<file path="src/rtl/fetch_pkg.sv">
// Shared types and helpers for the byte-serial instruction fetch stage.
// Buffer entries carry a fixed-width pc; the top level uses only its low ADDR_W bits.
package fetch_pkg;
  localparam int INSTR_W         = 32;
  localparam int BYTES_PER_INSTR = 4;
  localparam int PC_MAX_W        = 16;

  typedef struct packed {
    logic [INSTR_W-1:0]  word;
    logic [PC_MAX_W-1:0] pc;
    logic                valid;
  } fetch_entry_t;

  function automatic logic [PC_MAX_W-1:0] pc_align(input logic [PC_MAX_W-1:0] pc);
    return {pc[PC_MAX_W-1:2], 2'b00};
  endfunction
endpackage

</file>
<file path="src/rtl/fetch_word_buffer.sv">
// Two-entry word buffer: an output slot presented to decode plus one prefetch slot.
// Completed words go to the output slot when it is free, otherwise to the prefetch slot.
module fetch_word_buffer
  import fetch_pkg::*;
(
  input  logic         i_clk,
  input  logic         i_rst,
  input  logic         i_flush,
  input  logic         i_push,
  input  fetch_entry_t i_push_entry,
  input  logic         i_ready,
  output fetch_entry_t o_head,
  output logic         o_stall
);
  fetch_entry_t r_out;
  fetch_entry_t r_pf;
  logic         w_pop;

  assign w_pop   = r_out.valid && i_ready;
  assign o_head  = r_out;
  assign o_stall = r_out.valid && r_pf.valid && !i_ready;

  // Slot update: flush, refill from prefetch on pop, or place the pushed word.
  always_ff @(posedge i_clk) begin
    if (i_rst) begin
      r_out <= '0;
      r_pf  <= '0;
    end else if (i_flush) begin
      r_out.valid <= 1'b0;
      r_pf.valid  <= 1'b0;
    end else if (w_pop && r_pf.valid) begin
      r_out <= r_pf;
      if (i_push) begin
        r_pf <= i_push_entry;
      end else begin
        r_pf.valid <= 1'b0;
      end
    end else if (w_pop || !r_out.valid) begin
      if (i_push) begin
        r_out <= i_push_entry;
      end else begin
        r_out.valid <= 1'b0;
      end
    end else if (i_push) begin
      r_pf <= i_push_entry;
    end else begin
      r_pf <= r_pf;
    end
  end
endmodule

</file>
<file path="src/rtl/instr_fetch_unit.sv">
// Multi-cycle fetch: reads one instruction byte per cycle, assembles 32-bit words
// and hands them to decode through a two-entry buffer; redirects flush everything.
module instr_fetch_unit
  import fetch_pkg::*;
#(
  parameter int ADDR_W   = 5,
  parameter int RESET_PC = 0
) (
  input  logic               i_clk,
  input  logic               i_rst,
  output logic [ADDR_W-1:0]  o_imem_addr,
  input  logic [7:0]         i_imem_rdata,
  input  logic               i_redirect_valid,
  input  logic [ADDR_W-1:0]  i_redirect_pc,
  output logic [INSTR_W-1:0] o_instr,
  output logic [ADDR_W-1:0]  o_instr_pc,
  output logic               o_instr_valid,
  input  logic               i_instr_ready
);
  localparam logic [ADDR_W-1:0] RESET_ADDR = ADDR_W'(RESET_PC);
  localparam logic [ADDR_W-1:0] WORD_STEP  = ADDR_W'(BYTES_PER_INSTR);
  localparam logic [ADDR_W-1:0] BYTE_STEP  = ADDR_W'(1);

  logic [ADDR_W-1:0]   r_fpc;
  logic [ADDR_W-1:0]   r_addr;
  logic [1:0]          r_bcnt;
  logic [23:0]         r_partial;
  logic [PC_MAX_W-1:0] w_redirect_ext;
  logic [ADDR_W-1:0]   w_redirect_tgt;
  logic                w_stall;
  logic                w_push;
  fetch_entry_t        w_push_entry;
  fetch_entry_t        w_head;
  logic                w_unused_pc;

  assign w_redirect_ext = pc_align(PC_MAX_W'(i_redirect_pc));
  assign w_redirect_tgt = w_redirect_ext[ADDR_W-1:0];
  assign w_push         = !w_stall && !i_redirect_valid && (r_bcnt == 2'd3);
  assign w_push_entry   = '{word: {i_imem_rdata, r_partial}, pc: PC_MAX_W'(r_fpc), valid: 1'b1};

  assign o_imem_addr   = r_addr;
  assign o_instr       = w_head.word;
  assign o_instr_pc    = w_head.pc[ADDR_W-1:0];
  assign o_instr_valid = w_head.valid;
  assign w_unused_pc   = ^{w_head.pc, w_redirect_ext};

  // r_addr always equals r_fpc + r_bcnt, so it simply steps by one per fetched byte.
  always_ff @(posedge i_clk) begin
    if (i_rst) begin
      r_fpc     <= RESET_ADDR;
      r_addr    <= RESET_ADDR;
      r_bcnt    <= 2'd0;
      r_partial <= 24'd0;
    end else if (i_redirect_valid) begin
      r_fpc     <= w_redirect_tgt;
      r_addr    <= w_redirect_tgt;
      r_bcnt    <= 2'd0;
      r_partial <= 24'd0;
    end else if (!w_stall) begin
      r_addr <= r_addr + BYTE_STEP;
      r_bcnt <= r_bcnt + 2'd1;
      case (r_bcnt)
        2'd0:    r_partial[7:0]   <= i_imem_rdata;
        2'd1:    r_partial[15:8]  <= i_imem_rdata;
        2'd2:    r_partial[23:16] <= i_imem_rdata;
        2'd3:    r_fpc            <= r_fpc + WORD_STEP;
        default: r_partial        <= r_partial;
      endcase
    end else begin
      r_addr <= r_addr;
    end
  end

  fetch_word_buffer u_buf (
    .i_clk        (i_clk),
    .i_rst        (i_rst),
    .i_flush      (i_redirect_valid),
    .i_push       (w_push),
    .i_push_entry (w_push_entry),
    .i_ready      (i_instr_ready),
    .o_head       (w_head),
    .o_stall      (w_stall)
  );
endmodule

</file>
<file path="config.mk">
export PLATFORM = sky130hd
export DESIGN_NAME = instr_fetch_unit
export DESIGN_NICKNAME = d
export VERILOG_FILES = /design/src/rtl/fetch_pkg.sv /design/src/rtl/fetch_word_buffer.sv /design/src/rtl/instr_fetch_unit.sv
export SDC_FILE = /design/constraint.sdc
export NUM_CORES = 1
export LEC_CHECK = 0
export ABC_AREA = 1
export CAP_MARGIN = 10
export CORE_UTILIZATION = 55
export DETAILED_ROUTE_END_ITERATION = 10
export PLACE_DENSITY_LB_ADDON = 0.05
export SLEW_MARGIN = 20
export SYNTH_ARGS = -nofsm -noshare
export SYNTH_HDL_FRONTEND = slang
export SYNTH_SLANG_ARGS = --single-unit
</file>
<file path="constraint.sdc">
create_clock -name i_clk -period 2.1 [get_ports i_clk]
set_clock_uncertainty 0.2 [all_clocks]
set_input_delay 0.63 -clock i_clk [delete_from_list [all_inputs] [get_ports i_clk]]
set_output_delay 0.63 -clock i_clk [all_outputs]
set_load 0.01 [all_outputs]
</file>
* After elaboration in Yosys (flattened, before gate mapping)
Cells that the tools add are included.
Operators by class: add/subtract/negate cells 3, equality and inequality tests 5, muxes and demuxes 12, bitwise operators 2, reduce and logical (&&, ||, !) cells 24
Operator list (count):
- 2-to-1 mux 49 bit | 5
- 2-to-1 mux 48 bit | 1
- 2-to-1 mux 5 bit | 5
- AND reduction 2 bit | 6
- logical AND 1 bit | 6
- AND reduction 3 bit | 2
- nonzero test 2 bit | 3
- adder 5 x 1 -> 5 bit (second input constant) | 1
- adder 5 x 3 -> 5 bit (second input constant) | 1
- equality test 2 bit (second input constant) | 2
- logical NOT 1 bit | 4
- adder 2 x 1 -> 2 bit (second input constant) | 1
- equality test 2 x 1 -> 1 bit (second input constant) | 1
- logical NOT 2 bit | 1
- != test 2 x 1 -> 1 bit (second input constant) | 1
- != test 2 bit (second input constant) | 1
- inverter 1 bit | 2
- OR reduction 2 bit | 1
- logical OR 1 bit | 1
- 2-to-1 mux 1 bit | 1
Storage, ports and cells: bits in registers 123, input bits 17, output and inout bits 43, word-level logic and storage cells 60

* Longest topological paths before layout
depth in word-level cells 8, mapped depth 9, mapped depth without buffers 8

* Hierarchy
Synthesis repeated with hierarchy kept, for this count alone.
Second synthesis, totals: cell total of the unflattened synthesis 1027, area, all modules 6522.5 µm²
Modules (own cells, without submodules):
- fetch_word_buffer | times used 1, cells an instance 843, area an instance 5022.3 µm², seq. area each 1961.9 µm²
- instr_fetch_unit | times used 1, cells an instance 184, area an instance 1500.2 µm², seq. area each 680.7 µm²

* Worst setup path before layout
Ideal clock, no wire load.
path kind input to register, from input port i_redirect_valid, to register u_buf.r_pf[3] in the netlist's numbering, library setup time 0.113 ns, data arrival time 1.477 ns, data required time 1.787 ns, setup slack 0.310 ns, cell stages on the path 8, path buffers 2, cells stage by stage buf_2 > inv_2 > nand3_1 > nor2_4 > buf_2 > nand2_1 > nand2_1 > nor2_1
Between the ends: longest elaborated chain between the ends 4, elaborated cells on any way between the ends 5, classes of those cells bitwise (1); reduce/logical (4)
Ends and longest elaborated chain:
- start: declaration | RTL line instr_fetch_unit.sv:13 | input logic i_redirect_valid,
- logical NOT 1 bit | RTL line instr_fetch_unit.sv:38 | assign w_push = !w_stall && !i_redirect_valid && (r_bcnt == 2'd3);
- logical AND 1 bit (2 in series) | RTL line instr_fetch_unit.sv:38
- AND reduction 3 bit (no line) *
- end signal: assignment | RTL line fetch_word_buffer.sv:34 | r_pf <= i_push_entry;
- end signal: assignment | RTL line fetch_word_buffer.sv:45 | r_pf <= i_push_entry;
- end signal: assignment | RTL line fetch_word_buffer.sv:47 | r_pf <= r_pf;
- end: declaration | RTL line fetch_word_buffer.sv:16 | fetch_entry_t r_pf;
Every way passes the cells marked *; elsewhere a longest branch is shown, timed or not. A chain may end at the register's enable or synchronous reset.

* Worst setup path in the final report
from input port i_instr_ready, to register u_buf.r_pf[41] in the netlist's numbering
Between the ends: longest elaborated chain between the ends 6, elaborated cells on any way between the ends 11, classes of those cells eq/ne (1); mux (1); reduce/logical (9)
Ends and longest elaborated chain:
- start: declaration | RTL line instr_fetch_unit.sv:18 | input logic i_instr_ready
- logical NOT 1 bit | RTL line fetch_word_buffer.sv:21 | assign o_stall = r_out.valid && r_pf.valid && !i_ready;
- logical AND 1 bit | RTL line fetch_word_buffer.sv:21
- logical NOT 1 bit
- logical AND 1 bit (2 in series) | RTL line instr_fetch_unit.sv:38
- AND reduction 3 bit (no line)
Parallel ways exist; a longest one is shown, timed or not.

==> metrics <==
status=finished, final reports clean; Post-synth top flop=dfxtp_1; Hold Crit Start=r_partial[7]; Placed Instances=859; TritonCTS clock tree=done; Root Driver=clkbuf_8; Hold Crit Depth=2; Final Util=71.2%; r2r worst-path depth=8; Yosys top cell area share=roughly 46%; post-route design area=~5800 um2; met3 routed WL=roughly 640 um; TritonRoute pass-1 iters=4; crit-path max cell delay=roughly 450 ps; Fmax=a little under 500 MHz; placed cell area=roughly 5500 um2; CP Launch Type=input pin; Avg Synthesized Cell Area=6.55 um2; PD cells=609 nW/um2; CP Data Required Time=between 2000 and 2500 ps; uppermost routed layer=met4; number of global-route vias before repair=~3,600; I/O pin cnt=60; wl on met1=~4.5 mm; maxcap violations=0; Seq/Total Area, Yosys=around 46%; fillcell total=710; grt ovf=0; CP delay by family, top=buffers and inverters; Final #Nets=roughly 790; Clk pin slew, worst setup/hold paths=roughly 110 ps; core region area=approximately 8000 um2; crit path max fanout=23; final setup fails=0; RR Endpoint=u_buf.r_pf[41]; die width=between 90 and 100 um; final wirelength=around 9.9 mm; Synth Register Bits=approximately 110; met2 WL=4.63 mm; power consumption=roughly 3.5 mW; maximum number of pins on one net before global-route repair=47; reg-to-reg slack, setup=420 ps; Layout Area Growth over Synthesis=25.6%; Via density=roughly 4.8; CP startpoint=i_instr_ready; DRC Markers=0; Ys Warns=0; Crit. path cell count=10; Peak supply drop=about 0.45 mV; Final Instance Count excl. Fillers=between 800 and 900; Worst setup endpoint=u_buf.r_pf[41]; Setup WS post-layout=58.1 ps; final max-slew violation count=0; Tightest Hold Check Type=reg -> reg; ranking of synthesized cells by area=dfxtp_1 (46%), nand2_1 (16%), nor2_1 (13%), o21ai_0 (6.5%), inv_1 (6.3%); cell taking the most area after synthesis=dfxtp_1; Leak=approximately 3.2 nW; Mapped Area=around 4600 um2; asr flop ratio synth=0%; Fin. Hold Viols=0; Global Route Usage Sum=about 22%; Initial Util=56.7%; Max Root-Sink Buffers=2; Final Cycle Share=a little over nine tenths; crit path cell chain=clkdlybuf4s50_1, buf_4, o21ai_1, inv_2, nor2_4, buf_4, clkbuf_16, nand2_1, nand2_1, nor2_1; clk sink count=~110; worst r2r src=r_bcnt[0]; IO buf count=between 50 and 60; post-layout min period=2040 ps; drt wl/cell=~11 um; Die Ht=93.8 um; Setup WS pre-CTS=-307 ps; RePlAce Congestion=slightly above 0.8; crit end category=flip-flop; Skew-Pair Late Insertion Delay=between 300 and 400 ps; total number of vias=4,195; TritonCTS buffer count=9; n_diodes=0; die area=slightly below 9000 um2; Synth cell types=21; crit path buf inv count=5; Crit Path Category=in -> reg; EDFF count, synth=0; initial antenna violation count=0; # rows=33; CP max-delay cell=clkdlybuf4s50_1; H-tree lvl count=3; layout cells sized above 1=approximately 8.6%; Post-Synthesis Cells=between 700 and 800; hpwl dp=approximately 6.3 mm; first-pass GRT wire length=between 15 and 20 mm; Critical Path AT=between 2000 and 2500 ps; Final ANT Viol Nets=0; Post-CTS Hold Fix Bufs=0; initial drt markers=~210
==> worst register-to-register path, stage by stage (launching register included) <==
cell	delay, ps
dfxtp_1	410
ha_1	230
nand3_1	140
nor2_4	130
buf_4	150
clkbuf_16	190
nand2_1	60
nand2_1	50
nor2_1	30
==> where the power goes <==
group	internal, mW	switching [mW]	leakage (nW)	total, mW
Sequential	2.04	0.0170	0.859	2.06
Combinational	0.120	0.153	2.25	0.273
Clock	0.484	0.727	0.0960	1.21
==> metal layers <==
| metal | up-vias | global-route usage (%) |
|---|---|---|
| met5 | - | 0 |
| met4 | 0 | 10.3 |
| met3 | 12 | 3.80 |
| met2 | 98 | 38.7 |
| met1 | 1833 | 27.3 |
| li1 | 2252 | - |
==> worst min-delay path by stage <==
| stage | endpoint | slack [ps] |
|---|---|---|
| 3_3_place_gp | r_partial[12] | 260 |
| 2_1_floorplan | r_partial[0] | 240 |
| 5_1_grt | u_buf.r_pf[23] | 310 |
| 6_report | r_partial[7] | 280 |
| 4_1_cts | r_partial[9] | 280 |
| 3_5_place_dp | r_partial[8] | 270 |
==> synth_stat cells, types with 3 or more instances <==
cell        n
buf_2      24
buf_1       3
o21ai_0    60
inv_2       7
o21ai_1     7
nor2_1    158
nand3_1     8
dfxtp_1   106
inv_1      78
ha_1        6
a21oi_1    31
nand2_1   199
clkbuf_1    9
==> state kept, by name, indices dropped and copies added (netlist names) <==
signal        flops
u_buf.o_head     36
u_buf.r_pf       36
r_partial        24
o_imem_addr       5
r_fpc             3
r_bcnt            2
==> through the flow <==
stage / setup TNS (ps) / hold slack, ps
6_report: 0 / 276
3_3_place_gp: -19350 / 255
2_1_floorplan: 0 / 244
5_1_grt: -4.45 / 307
4_1_cts: 0 / 280
3_5_place_dp: -21920 / 266
==> layout make-up <==
class / count / area [um2] / share of cell area, %
clock buffers: 11 / 141 / 2.43
clock inverters: 5 / 46.3 / 0.795
inverters: 85 / 319 / 5.48
multi-input cells: 478 / 2020 / 34.7
flip-flops and latches: 106 / 2130 / 36.5
well taps: 105 / 131 / 2.26
repair buffers: 91 / 1030 / 17.8
==> logic make-up (layout without fill, tap and decap cells) <==
| logic type | count (synthesis) | after routing | synth area share, % |
|---|---|---|---|
| AND/OR/NAND/NOR | 370 | 370 | 30.7 |
| buffers and inverters | 124 | 192 | 10.9 |
| flip-flops | 106 | 106 | 45.8 |
| AO/OA/AOI/OAI | 99 | 99 | 10.7 |
| adder cells (fa/ha/maj) | 6 | 6 | 1.62 |
| other | 1 | 2 | 0.0809 |
| XOR/XNOR | 1 | 1 | 0.189 |
==> layout by cell type, fill, tap and decap left out, types with 2 or more instances in the layout <==
cell / synthesis / layout
nor2_1: 158 / 158
dfxtp_1: 106 / 102
nor2_4: 2 / 2
nand3_1: 8 / 7
inv_1: 78 / 78
buf_12: 0 / 8
dlymetal6s2s_1: 0 / 29
clkdlybuf4s50_1: 0 / 14
clkbuf_16: 0 / 3
dfxtp_2: 0 / 4
conb_1: 1 / 2
clkinv_4: 0 / 3
inv_2: 7 / 7
ha_1: 6 / 6
dlygate4sd2_1: 0 / 12
buf_4: 2 / 24
a21oi_1: 31 / 31
o21ai_0: 60 / 60
o21ai_1: 7 / 7
nand2_1: 199 / 199
clkbuf_8: 0 / 10
==> what timing repair did <==
| action | in CTS | in global routing |
|---|---|---|
| cloned | 0 | 3 |
| resized for setup | 16 | 32 |
| endpoints found under the setup margin | 12 | 40 |
| pin swaps | 0 | 0 |
| buffers inserted | 0 | 3 |
Power figures use the tool's default switching activity.
==> edit: new RTL, same flow settings <==
Reset style: asynchronous (`i_rst`), changed in 2 clocked blocks.
--- a/src/rtl/fetch_word_buffer.sv
+++ b/src/rtl/fetch_word_buffer.sv
@@ -21,7 +21,7 @@
   assign o_stall = r_out.valid && r_pf.valid && !i_ready;
 
   // Slot update: flush, refill from prefetch on pop, or place the pushed word.
-  always_ff @(posedge i_clk) begin
+  always_ff @(posedge i_clk or posedge i_rst) begin
     if (i_rst) begin
       r_out <= '0;
       r_pf  <= '0;
--- a/src/rtl/instr_fetch_unit.sv
+++ b/src/rtl/instr_fetch_unit.sv
@@ -45,7 +45,7 @@
   assign w_unused_pc   = ^{w_head.pc, w_redirect_ext};
 
   // r_addr always equals r_fpc + r_bcnt, so it simply steps by one per fetched byte.
-  always_ff @(posedge i_clk) begin
+  always_ff @(posedge i_clk or posedge i_rst) begin
     if (i_rst) begin
       r_fpc     <= RESET_ADDR;
       r_addr    <= RESET_ADDR;
Check against the original RTL: differs if i_rst is asserted again (counterexample within 4 cycles, from zero or initial values and one cycle with i_rst high); with i_rst held inactive, the same outputs for 10 cycles.
==> edit against the unedited design <==
  * Final area grew 2.6%
  * Non-clock buffer count is 6 higher
  * Global-route usage increased by 2.6 points
  * Sequential cell count is the same
  * Final cell count is 12% lower
  * Fmax is 4.4% higher
  * First-iteration DRC count is 25% higher
  * Wire length up 5.9%
  * Highest routed layer unchanged
  * Synthesized area is 3.2% higher
  * Worst setup slack better by 86 ps
  * Critical path depth shrank 2
Power is not compared: it rests on default switching activity, and its combinational part moved more than twofold at a synthesized area within 25%.
==> edit: results (changes against the unedited design) <==
status: "completed"  # unchanged
yosys-top-cells-count: "nand2_1 (219), dfrtp_1 (106), nand3_1 (70)"  # was nand2_1 (199), nor2_1 (158), dfxtp_1 (106)
syn_inst: 588  # was 707
postCtsSetupRepairBufs: 5  # was 0
via_per_inst: 5.16  # was 4.76
wl_met1_um: 4940  # was 4540 µm
grt_pass1_vias: 3601  # was 3649
gp_congestion: 0.798  # was 0.817
use_met3_pct: 3.51  # was 3.80%
place_area_um2: 5700  # was 5460 µm²
yosysUniqueCellTypes: 22  # was 21
postLayoutCoreUtil_pct: 72.0  # was 71.2%
wl_met3_um: 532  # was 644 µm
wl_per_cell_um: 13.6  # was 11.3 µm
ys_top_cells_by_area: "dfrtp_1 (55%), nand2_1 (17%), nand3_1 (7.3%)"  # was dfxtp_1 (46%), nand2_1 (16%), nor2_1 (13%)
fin_cells: 776  # was 881
grt_pass1_wl_um: 17400  # was 15700 µm
wl_met2_um: 4910  # was 4630 µm
crit_arrival_ps: 2040  # was 2120 ps
final_nets: 689  # was 794
grt_max_degree: 78  # was 47
final-clk-cell-share_pct: 3.62  # was 3.22%
design.die.area_um2: 9070  # was 8790 µm²
use_met1_pct: 36.1  # was 27.3%
post-place-ws_ps: -223  # was -307 ps
seq_area_share_pct: 44.4  # was 36.5%
ctsResizeCount: 24  # was 16
comb.multi_input.count: 398  # was 478
yosysSeqAreaShare_pct: 55.5  # was 45.8%
nFillCells: 656  # was 710
n_clock_buffer: 10  # was 11
drive_above_1_share_pct: 10.3  # was 8.63%
drtIter0Drc: 263  # was 211
dr.pass1.iters: 5  # was 4
dp.cells: 755  # was 859
buf_share_pct: 16.4  # was 17.8%
grt_use_met2_pct: 39.6  # was 38.7%
## edit: final timing paths
path                             startpoint                to  slack [ps]  cells past startpoint
min                        u_buf.o_head[19]  u_buf.o_head[19]         270                      2
max reg2reg                       r_bcnt[1]    u_buf.r_pf[24]         450                      6
max in group asynchronous             i_rst    o_imem_addr[2]         840                      3
min in group asynchronous             i_rst  u_buf.o_head[44]         520                      3
min reg2reg                u_buf.o_head[19]  u_buf.o_head[19]         270                      2
max                           i_instr_ready    u_buf.r_pf[24]         140                      8
## edit: cells by family after synthesis
| kind of cell | after synthesis | share of synthesized area (%) |
|---|---|---|
| compound gates | 80 | 8.51 |
| fa+ha+maj | 6 | 1.57 |
| buf+inv | 85 | 7.41 |
| flops | 106 | 55.5 |
| other cells | 1 | 0.0785 |
| simple gates | 310 | 26.9 |
## edit: critical path: stages
cell	delay (ps)
clkdlybuf4s50_1	550
inv_2	80
nand3_2	80
nand3_2	130
nor2_4	190
buf_12	200
nand2_1	70
o21ai_0	80
